[src/rtl/adder_pkg.sv]
`default_nettype none
// ============================================================================
// Module   : adder_pkg
// Purpose  : Shared widths and the output-buffer state encoding used by
//            adder_pipe and its combinational adder.
// Contents : OP_W   - operand width (6)
//            SUM_W  - sum width including carry out (7)
//            CNT_W  - delivery / carry counter width (16)
//            buf_state_e - EMPTY (0 entries), HALF (1), FULL (2)
// Revision : 1.0 - initial release
// ============================================================================
package adder_pkg;

    localparam int OP_W  = 6;
    localparam int SUM_W = 7;
    localparam int CNT_W = 16;

    // Occupancy of the two-entry output buffer.
    typedef enum logic [1:0] {
        EMPTY = 2'd0,
        HALF  = 2'd1,
        FULL  = 2'd2
    } buf_state_e;

    // Zero-extending add; the extra MSB carries the carry out so no sum
    // is ever truncated.
    function automatic logic [SUM_W-1:0] add_ext(
        input logic [OP_W-1:0] a,
        input logic [OP_W-1:0] b
    );
        return {1'b0, a} + {1'b0, b};
    endfunction

endpackage : adder_pkg
`default_nettype wire

[src/rtl/adder.sv]
`default_nettype none
// ============================================================================
// Module   : adder
// Purpose  : Purely combinational unsigned 6 + 6 -> 7 bit adder. Sits
//            between the operand inputs and the buffer write port of
//            adder_pipe.
// Ports    : a_i   [OP_W-1:0]  first operand
//            b_i   [OP_W-1:0]  second operand
//            sum_o [SUM_W-1:0] a_i + b_i, MSB is carry out
// Revision : 1.0 - initial release
// ============================================================================
module adder
    import adder_pkg::*;
(
    input  logic [OP_W-1:0]  a_i,
    input  logic [OP_W-1:0]  b_i,
    output logic [SUM_W-1:0] sum_o
);

    assign sum_o = add_ext(a_i, b_i);

endmodule : adder
`default_nettype wire

[src/rtl/adder_pipe.sv]
`default_nettype none
// ============================================================================
// Module   : adder_pipe
// Purpose  : Ready/valid wrapped adder. Each accepted operand pair is summed
//            combinationally and written into a two-entry output buffer;
//            sums leave in acceptance order with one cycle of latency when
//            the buffer is empty.
// Params   : DEPTH - output buffer entries (only 2 is legal)
// Ports    : clk       rising-edge clock
//            rst       asynchronous active-high reset
//            in_valid  operand pair present
//            in_ready  block accepts an operand pair (registered)
//            x, y      unsigned operands [OP_W-1:0]
//            out_valid sum available (registered)
//            out_ready consumer takes the sum
//            s         head sum [SUM_W-1:0], bit 6 is carry out, 0 when idle
//            txn_cnt   sums delivered              (ADDER_PIPE_CNT_EN only)
//            carry_cnt delivered sums with s[6]=1  (ADDER_PIPE_CNT_EN only)
// Config   : define ADDER_PIPE_CNT_EN to build the two delivery counters.
// Revision : 1.0 - initial release
// ============================================================================
module adder_pipe
    import adder_pkg::*;
#(
    parameter int DEPTH = 2
) (
    input  logic             clk,
    input  logic             rst,
    input  logic             in_valid,
    output logic             in_ready,
    input  logic [OP_W-1:0]  x,
    input  logic [OP_W-1:0]  y,
    output logic             out_valid,
    input  logic             out_ready,
    output logic [SUM_W-1:0] s
`ifdef ADDER_PIPE_CNT_EN
    ,
    output logic [CNT_W-1:0] txn_cnt,
    output logic [CNT_W-1:0] carry_cnt
`endif
);

    localparam int PTR_W = (DEPTH > 1) ? $clog2(DEPTH) : 1;

    // ------------------------------------------------------------------
    // State and storage
    // ------------------------------------------------------------------
    buf_state_e              state_q;
    logic                    in_ready_q;
    logic                    out_valid_q;
    logic [PTR_W-1:0]        wr_ptr_q;
    logic [PTR_W-1:0]        rd_ptr_q;
    logic [SUM_W-1:0]        mem_q [DEPTH];

    logic [SUM_W-1:0]        w_sum;
    logic [SUM_W-1:0]        w_head;
    logic                    w_push;
    logic                    w_pop;

    // in_ready_q is low whenever the buffer is FULL, so a push can never
    // land on a stored entry; out_ready has no path into in_ready.
    assign w_push = in_valid  && in_ready_q;
    assign w_pop  = out_valid_q && out_ready;
    assign w_head = mem_q[rd_ptr_q];

    // ------------------------------------------------------------------
    // Combinational adder between operands and buffer write port
    // ------------------------------------------------------------------
    adder u_adder (
        .a_i   (x),
        .b_i   (y),
        .sum_o (w_sum)
    );

    // ------------------------------------------------------------------
    // Occupancy FSM. in_ready and out_valid are registered alongside the
    // state so both are pure register outputs. in_ready is held low while
    // reset is asserted even though the state is EMPTY, and rises on the
    // first edge after reset releases.
    // ------------------------------------------------------------------
    always_ff @(posedge clk or posedge rst) begin
        if (rst) begin
            state_q     <= EMPTY;
            in_ready_q  <= 1'b0;
            out_valid_q <= 1'b0;
        end else begin
            case (state_q)
                EMPTY: begin
                    if (w_push) begin
                        state_q     <= HALF;
                        in_ready_q  <= 1'b1;
                        out_valid_q <= 1'b1;
                    end else begin
                        state_q     <= EMPTY;
                        in_ready_q  <= 1'b1;
                        out_valid_q <= 1'b0;
                    end
                end
                HALF: begin
                    if (w_push && !w_pop) begin
                        state_q     <= FULL;
                        in_ready_q  <= 1'b0;
                        out_valid_q <= 1'b1;
                    end else if (!w_push && w_pop) begin
                        state_q     <= EMPTY;
                        in_ready_q  <= 1'b1;
                        out_valid_q <= 1'b0;
                    end else begin
                        state_q     <= HALF;
                        in_ready_q  <= 1'b1;
                        out_valid_q <= 1'b1;
                    end
                end
                FULL: begin
                    if (w_pop) begin
                        state_q     <= HALF;
                        in_ready_q  <= 1'b1;
                        out_valid_q <= 1'b1;
                    end else begin
                        state_q     <= FULL;
                        in_ready_q  <= 1'b0;
                        out_valid_q <= 1'b1;
                    end
                end
                default: begin
                    state_q     <= EMPTY;
                    in_ready_q  <= 1'b1;
                    out_valid_q <= 1'b0;
                end
            endcase
        end
    end

    // ------------------------------------------------------------------
    // Buffer storage and pointers. Clearing the entries on reset means a
    // reset mid-transfer leaves nothing that could later surface on s.
    // ------------------------------------------------------------------
    always_ff @(posedge clk or posedge rst) begin
        if (rst) begin
            wr_ptr_q <= '0;
            rd_ptr_q <= '0;
            for (int i = 0; i < DEPTH; i++) begin
                mem_q[i] <= '0;
            end
        end else begin
            if (w_push) begin
                mem_q[wr_ptr_q] <= w_sum;
                wr_ptr_q        <= wr_ptr_q + 1'b1;
            end
            if (w_pop) begin
                rd_ptr_q <= rd_ptr_q + 1'b1;
            end
        end
    end

    // ------------------------------------------------------------------
    // Optional delivery counters; both wrap naturally at 16 bits.
    // ------------------------------------------------------------------
`ifdef ADDER_PIPE_CNT_EN
    logic [CNT_W-1:0] txn_cnt_q;
    logic [CNT_W-1:0] carry_cnt_q;

    always_ff @(posedge clk or posedge rst) begin
        if (rst) begin
            txn_cnt_q   <= '0;
            carry_cnt_q <= '0;
        end else if (w_pop) begin
            txn_cnt_q <= txn_cnt_q + 1'b1;
            if (w_head[SUM_W-1]) begin
                carry_cnt_q <= carry_cnt_q + 1'b1;
            end
        end
    end

    assign txn_cnt   = txn_cnt_q;
    assign carry_cnt = carry_cnt_q;
`endif

    // ------------------------------------------------------------------
    // Outputs
    // ------------------------------------------------------------------
    assign in_ready  = in_ready_q;
    assign out_valid = out_valid_q;
    assign s         = out_valid_q ? w_head : '0;

endmodule : adder_pipe
`default_nettype wire

[config.mk]
export PLATFORM = sky130hd
export DESIGN_NAME = adder_pipe
export DESIGN_NICKNAME = d
export VERILOG_FILES = /design/src/rtl/adder_pkg.sv /design/src/rtl/adder.sv /design/src/rtl/adder_pipe.sv
export SDC_FILE = /design/constraint.sdc
export NUM_CORES = 1
export LEC_CHECK = 0
export BUFFER_PORTS_ARGS = -buffer_cell sky130_fd_sc_hd__clkbuf_2
export CAP_MARGIN = 20
export CORE_AREA = 3 3 55 52
export CTS_CLUSTER_SIZE = 25
export DETAILED_ROUTE_END_ITERATION = 10
export DIE_AREA = 0 0 58 55
export GPL_TIMING_DRIVEN = 0
export PLACE_DENSITY = 0.77
export SLEW_MARGIN = 10
export SYNTH_ARGS = -nofsm -noshare
export SYNTH_HDL_FRONTEND = slang
export SYNTH_SLANG_ARGS = --single-unit
[constraint.sdc]
create_clock -name clk -period 1.4 [get_ports clk]
set_input_delay 0.14 -clock clk [delete_from_list [all_inputs] [get_ports clk]]
set_output_delay 0.14 -clock clk [all_outputs]
set_load 0.03 [all_outputs]
==> summary.txt, run 1 <==
Internal: 1700 uW
failing checks: negative setup slack
crit-path leading delay family: flip-flops
Yosys cell types: 28
Core Box Area: 2380 um2
commonest non-fill, non-tap cell in the layout: dfrtp_1
Final GP Congestion: 0.727
vias per cell: 5.07
drt pass-1 iters: 4
Setup WS post-layout: -0.0288 ns
RSZ-0062 raised after global routing: yes
skew final: 0.00598 ns
R2R Path Start: out_valid
switching share of power: 41.9%
Adder-Cell Fraction of Synth Area: 14.1%
clk sinks: 20
Fmax: 0.700 GHz
Reg clk slew, reported paths: 0.11 ns
vias in the first global route: 858
most frequent cells in the layout: dfrtp_1, nand2_1, clkbuf_2, ha_1, inv_1
worst path cell trace: buf_6 > mux2i_1 > nor2b_1 > buf_4
mux share of post-synthesis cell area: 7.99%
Clock Power Share: 11.4%
PortBufs: 24
syn_area_per_cell: 9.89 um2
Avg WL per Cell: 12.7 um
final WL: 2290 um
TritonCTS clock tree: yes
Final setup viols: 3
placed cell area: 1370 um2
Synth Area in XOR/XNOR: 3.63%
deepest clock path buffer count: 2
share of layout cells above drive strength 1: 28.3%
Net Sw Power: 1230 uW
Max stage delay on crit path: 0.39 ns
Ports: 25
Synth Area in Simple Gates: 14.5%
Seq pwr share: 35.4%
peak supply drop: 0.000942 V
critical path class: flop to output port
Synth Net Count: 151
status: finished, violations left
total gr overflow: 0
Crit Path Max Fanout: 8
R2R Path End: state_q[0]
# Max-Cap Violations: 0
P per Cell Area: 2020 nW/um2
design area: 1450 um2
final setup TNS: -0.0649 ns
Ys Warns: 0
FP Rows: 17
CTS Buf Count: 3
Worst Hold Depth: 4
crit share post-route: 102%
global-route wire length before repair: 3730 um
drc violations: 0
gr usage total: 15.7%
pin count of the biggest net entering global routing: 21
H-tree Lvls: 1
Syn-to-layout area delta: 20.2%
Final nets: 182
largest family of logic cells by synthesized area: simple AND/OR/NAND/NOR gates
Fill cells: 215
Setup crit end kind: output port
# diodes: 0
Detailed Route Iter0 Violations: 6
Critical Path Source Type: flop
root buffer cell: clkbuf_4
initial antenna violation count: 0
Gate power share: 53.2%
Slew Viols, Final: 0
WP data arrival: 1.29 ns
reg-to-reg slack, setup: 0.13 ns
Synth Register Bits: 20
Starting Density: 50.6%
worst skew pair latency: 0.31 ns
Critical Path RT: 1.26 ns
Final Hold Fails: 0
Die Wd: 58 um
Worst Max-Slew Pin Slew: 0.723 ns
Min Clock Period, post-route: 1.43 ns
Worst path slowest cell: dfrtp_1
hold endpoint: wr_ptr_q
register area share after synthesis: 41.5%
Post-Syn Area: 1210 um2
HPWL after DPL: 1800 um
reg2reg path depth: 4
vias: 912
Syn Inst Count: 122
Worst Path Buf+Inv: 2
Compound-Gate Fraction of Synth Area: 12.6%
Rel. slew slack: 51.7%
die area: 3190 um2
critical hold path startpoint: in_valid
Leakage: 0.000743 uW
post-route ant nets: 0
die span in y: 55 um
Hold WC Path Type: primary input to flop
==> power groups by stage <==
stage | clock, uW | sequential [uW] | combinational (uW)
final | 335 | 1040 | 1560
after global routing | 374 | 1080 | 1710
after floorplan | 0 | 1050 | 1090
after detailed placement | 0 | 1050 | 1460
after CTS | 349 | 1040 | 1560
after global placement | 0 | 1030 | 1400
==> layer usage <==
metal / share of wire (%) / global-route usage, % / routed length [um]
met1: 43 / 18.8 / 991
met2: 51 / 28.2 / 1160
met3: 3.8 / 1.39 / 86
met4: 2.2 / 9.27 / 51
met5: 0 / 0 / 0
==> synth_stat cells <==
master	n	area share, %
dfrtp_1	20	41
nand2_1	17	5.3
ha_1	12	12
inv_1	10	3.1
nor2b_1	8	4.1
a21oi_1	7	2.9
mux2i_1	7	5.8
nor2_1	7	2.2
o21ai_0	5	2.1
o21ai_2	4	2.9
xnor2_1	4	2.9
buf_6	2	1.9
nand2b_1	2	1.0
nand3_1	2	0.83
o21ai_1	2	0.83
a211oi_1	1	0.62
a211oi_2	1	1.0
a22oi_1	1	0.62
a31oi_1	1	0.52
buf_2	1	0.41
clkbuf_1	1	0.31
fa_1	1	1.7
mux2_2	1	0.93
mux2_4	1	1.2
nand2_2	1	0.52
o31ai_2	1	1.0
or2_1	1	0.52
xor2_1	1	0.73
==> sequential cells by signal (all words and copies together), names as in the netlist <==
| register | flops |
|---|---|
| in_ready | 1 |
| mem_q | 14 |
| out_valid | 1 |
| rd_ptr_q | 1 |
| state_q | 2 |
| wr_ptr_q | 1 |
==> worst min-delay path: stages <==
cell and delay [ns]:
clkbuf_2 0.10, nand2_2 0.07, nand2_1 0.06, nand2_1 0.05
==> timing repair <==
| item | in CTS | in global routing |
|---|---|---|
| hold endpoints to repair | 20 | 0 |
| resized for setup | 9 | 7 |
| cloned | 0 | 0 |
| hold buffers | 1 | 0 |
| buffers inserted | 1 | 0 |
| setup endpoints to repair | 7 | 8 |
==> how the worst max path moves through the flow <==
stage | start | cells after the start | endpoint | slack (ns)
2_1_floorplan | y[0] | 7 | mem_q[4] | 0.02
6_report | rd_ptr_q | 4 | s[0] | -0.03
4_1_cts | rd_ptr_q | 4 | s[6] | -0.08
3_3_place_gp | y[0] | 8 | mem_q[4] | -0.15
3_5_place_dp | y[0] | 8 | mem_q[4] | -0.20
5_1_grt | rd_ptr_q | 4 | s[6] | -0.08
==> layout make-up <==
| cell class | instances | area (um2) | area share, % |
|---|---|---|---|
| plain buffers | 4 | 37.5 | 2.59 |
| inverters | 10 | 37.5 | 2.59 |
| multi-input cells | 88 | 648 | 44.7 |
| repair buffers | 26 | 155 | 10.7 |
| flip-flops and latches | 20 | 500 | 34.5 |
| clock buffers | 4 | 36.3 | 2.50 |
| well taps | 28 | 35.0 | 2.42 |
==> cells by family after synthesis <==
kind of cell               after synthesis
and+or+nand+nor                         38
adders and majority gates               13
xor gates and xnor gates                 5
AOI/OAI and AO/OA                       23
DFF                                     20
muxes                                    9
buffers and inverters                   14
==> through the flow <==
| stage | power (uW) | hold slack (ns) | worst slack, ns | util [%] | instances |
|---|---|---|---|---|---|
| after floorplan | 2140 | 0.104 | 0.0218 | - | 122 |
| after global placement | 2430 | 0.264 | -0.153 | 57.6 | 174 |
| after detailed placement | 2510 | 0.287 | -0.199 | 57.6 | 174 |
| after CTS | 2950 | 0.138 | -0.0797 | 60.9 | 180 |
| after global routing | 3170 | 0.157 | -0.0839 | 60.9 | 180 |
| final | 2940 | 0.139 | -0.0288 | 60.9 | 180 |
Note: power is estimated with default switching activity, not from simulation.
==> run 2: changes to the inputs <==
Settings changed: CORE_AREA 3 3 55 52 to 3 3 63 59, DIE_AREA 0 0 58 55 to 0 0 66 62, PLACE_DENSITY 0.77 to 0.63, RECOVER_POWER from default to 50, SYNTH_HIERARCHICAL from default to 1.
==> summary.txt, run 2 <==
deepest clock path buffer count: 2 (unchanged)
Synth area leaders: dfrtp_1, mux2_2, ha_1
Starting Density: 40.7% (-10 points)
P per Cell Area: 1990 nW/um2 (-1.5%)
TritonCTS clock tree: yes
Synth top area share: 40.1% (-1.4 points)
Crit Path Max Fanout: 8 (unchanged)
H-tree Lvls: 1 (unchanged)
crit share post-route: 103% (+0.91 points)
R2R Path End: mem_q[9]
vias: 847 (-7.1%)
commonest non-fill, non-tap cell in the layout: dfrtp_1
Cells after DPL: 173 (-0.57%)
Final GP Congestion: 0.719 (-1.1%)
syn_area_per_cell: 11.7 um2 (+18%)
count leader, synth: dfrtp_1
share of layout cells above drive strength 1: 39.0% (+11 points)
Critical Path RT: 1.26 ns (about the same)
Top Registers: mem_q: 14 flops, state_q: 2 flops
clk sinks: 20 (unchanged)
Max stage delay on crit path: 0.39 ns (about the same)
total gr overflow: 0 (unchanged)
drc violations: 0 (unchanged)
Synth Net Count: 136 (-9.9%)
non-filler cells, final: 178 (-1.1%)
Syn-to-layout area delta: 18.8%
reg-to-reg slack, setup: 0.10 ns (-0.03 ns)
Top reg by flops: mem_q
Detailed Route Iter0 Violations: 13 (+7)
Avg WL per Cell: 12.8 um (+0.50%)
register area share after synthesis: 40.1% (-1.4 points)
crit-path leading delay family: flip-flops
die area: 4090 um2 (+28%)
Worst path depth: 4 (unchanged)
Async SR Flop Fraction: 100% (unchanged)
PortBufs: 24 (unchanged)
Final nets: 166 (-8.8%)
vias in the first global route: 871 (+1.5%)
post-route ant nets: 0 (unchanged)
peak supply drop: 0.00110 V (+16%)
Critical Path Source Type: flop
Yosys cell types: 27 (-3.6%)
Core Box Area: 3070 um2 (+29%)
initial antenna violation count: 0 (unchanged)
root buffer cell: clkbuf_4
Ports: 25 (unchanged)
Setup crit end kind: output port
FP Rows: 19 (+2)
Syn Inst Count: 107 (-12%)
vias per cell: 4.76 (-6.1%)
worst skew pair latency: 0.30 ns (about the same)
Reg clk slew, reported paths: 0.11 ns (about the same)
HPWL after DPL: 1800 um (+0.43%)
gr usage total: 12.2% (-3.5 points)
R2R Path Start: wr_ptr_q
most frequent cells in the layout: dfrtp_1, clkbuf_2, mux2_2, ha_1, inv_1
Setup WS post-layout: -0.0416 ns (-0.0128 ns)
Critical Path Sink: s[4]
area leader, netlist: dfrtp_1
Worst Max-Slew Pin Slew: 0.738 ns (+0.0144 ns)
Hold WC Path Type: primary input to flop
# Max-Cap Violations: 0 (unchanged)
die span in y: 62 um (+13%)
Ys Warns: 6 (+6)
Worst Hold Depth: 3 (-1)
CTS Buf Count: 3 (unchanged)
drt pass-1 iters: 3 (-1)
Rel. slew slack: 50.8% (-0.96 points)
Post-Syn Area: 1250 um2 (+3.4%)
RSZ-0062 raised after global routing: yes
top_reg_cell synth: dfrtp_1
Setup Fix Bufs, Post-CTS: 0 (-1)
Leakage: 0.000715 uW (-3.8%)
crit path from: rd_ptr_q
status: finished, violations left
WP data arrival: 1.30 ns (about the same)
utilization after layout: 48.3% (-13 points)
Post-synth EDFFs: 0 (unchanged)
number of flip-flops in the largest register: 14 (unchanged)
Worst path slowest cell: dfrtp_1
Worst Path Buf+Inv: 2 (unchanged)
failing checks: negative setup slack
critical path class: flop to output port
pin count of the biggest net entering global routing: 21 (unchanged)
Die Wd: 66 um (+14%)
# diodes: 0 (unchanged)
final WL: 2270 um (-0.61%)
Min Clock Period, post-route: 1.44 ns (+0.0128 ns)
global-route wire length before repair: 3720 um (-0.19%)
Final setup viols: 1 (-2)
Slew Viols, Final: 0 (unchanged)
Final Hold Fails: 0 (unchanged)
Post-Place Worst Slack: -0.237 ns (-0.0378 ns)
Synth Register Bits: 20 (unchanged)
reg2reg path depth: 2 (-2)
skew final: 0.00337 ns (-0.00262 ns)
Fmax: 0.694 GHz (-0.89%)
Post-synth top cells: dfrtp_1, mux2_2, ha_1
worst path cell trace: buf_6 > mux2i_1 > nor2b_1 > buf_4
run 2: cell types whose count changed after synthesis, moves of 2 or more:
| cell | before | now |
|---|---|---|
| mux2_2 | 1 | 14 |
| o21ai_2 | 4 | 1 |
| buf_6 | 2 | 0 |
| o21ai_1 | 2 | 0 |
| nand2_1 | 17 | 4 |
| nor2_1 | 7 | 1 |
| o21ai_0 | 5 | 2 |
| a21oi_1 | 7 | 3 |
run 2: cells by family (layout without fill, tap and decap cells):
| kind of cell | Yosys count | in the layout | share of synthesized area, % |
|---|---|---|---|
| multiplexers | 21 | 21 | 18.3 |
| AND/OR/NAND/NOR | 21 | 21 | 11.8 |
| flip-flops | 20 | 20 | 40.1 |
| AO/OA/AOI/OAI | 15 | 15 | 8.83 |
| adder cells (fa/ha/maj) | 13 | 13 | 13.6 |
| buffers and inverters | 12 | 41 | 3.81 |
| XOR/XNOR | 5 | 5 | 3.51 |
run 2: per-stage QoR:
stage	area, um2	hold slack, ns	power [uW]	TNS (ns)
4_1_cts	1510	0.142	3030	-0.257
3_5_place_dp	1440	0.311	2610	-1.01
3_3_place_gp	1440	0.296	2550	-0.861
5_1_grt	1480	0.133	3190	-0.658
2_1_floorplan	1260	0.104	2220	-0.0664
6_report	1480	0.148	2950	-0.0416
run 2: cell type report:
type / instances / area, um2
Buffer: 2 / 16.3
Multi-Input combinational cell: 75 / 692
Sequential cell: 20 / 500
Clock buffer: 4 / 36.3
Timing Repair Buffer: 25 / 146
Inverter: 10 / 37.5
Fill cell: 297 / 1590
Tap cell: 42 / 52.6
run 2: metal layers:
layer / GRT usage, % / share of wire (%) / vias to the layer above
li1: - / - / 428
met4: 2.90 / 0.31 / 0
met5: 0 / 0 / -
met3: 5.04 / 4.5 / 2
met2: 20.0 / 48 / 15
met1: 15.4 / 48 / 402
run 2: power breakdown:
group,switching [uW],internal [uW]
sequential,159,869
combinational,842,751
clock,174,159
run 2: how the worst min path moves through the flow:
stage | from | end | slack (ns)
floorplan | rst | in_ready | 0.10
global placement | rst | out_valid | 0.30
detailed placement | rst | rd_ptr_q | 0.31
CTS | out_ready | state_q[1] | 0.14
global route | out_ready | rd_ptr_q | 0.13
finish | out_ready | rd_ptr_q | 0.15
run 2: worst register-to-register path, stage by stage, from the launching register on:
cell and delay, ns:
dfrtp_1 0.42, nand3b_1 0.39, mux2_2 0.38
run 2: repair_timing:
| item | in CTS | in global routing |
|---|---|---|
| gates resized for setup | 9 | 8 |
| hold buffers | 1 | 0 |
| hold endpoints to repair | 20 | 0 |
| setup endpoints to repair | 7 | 8 |
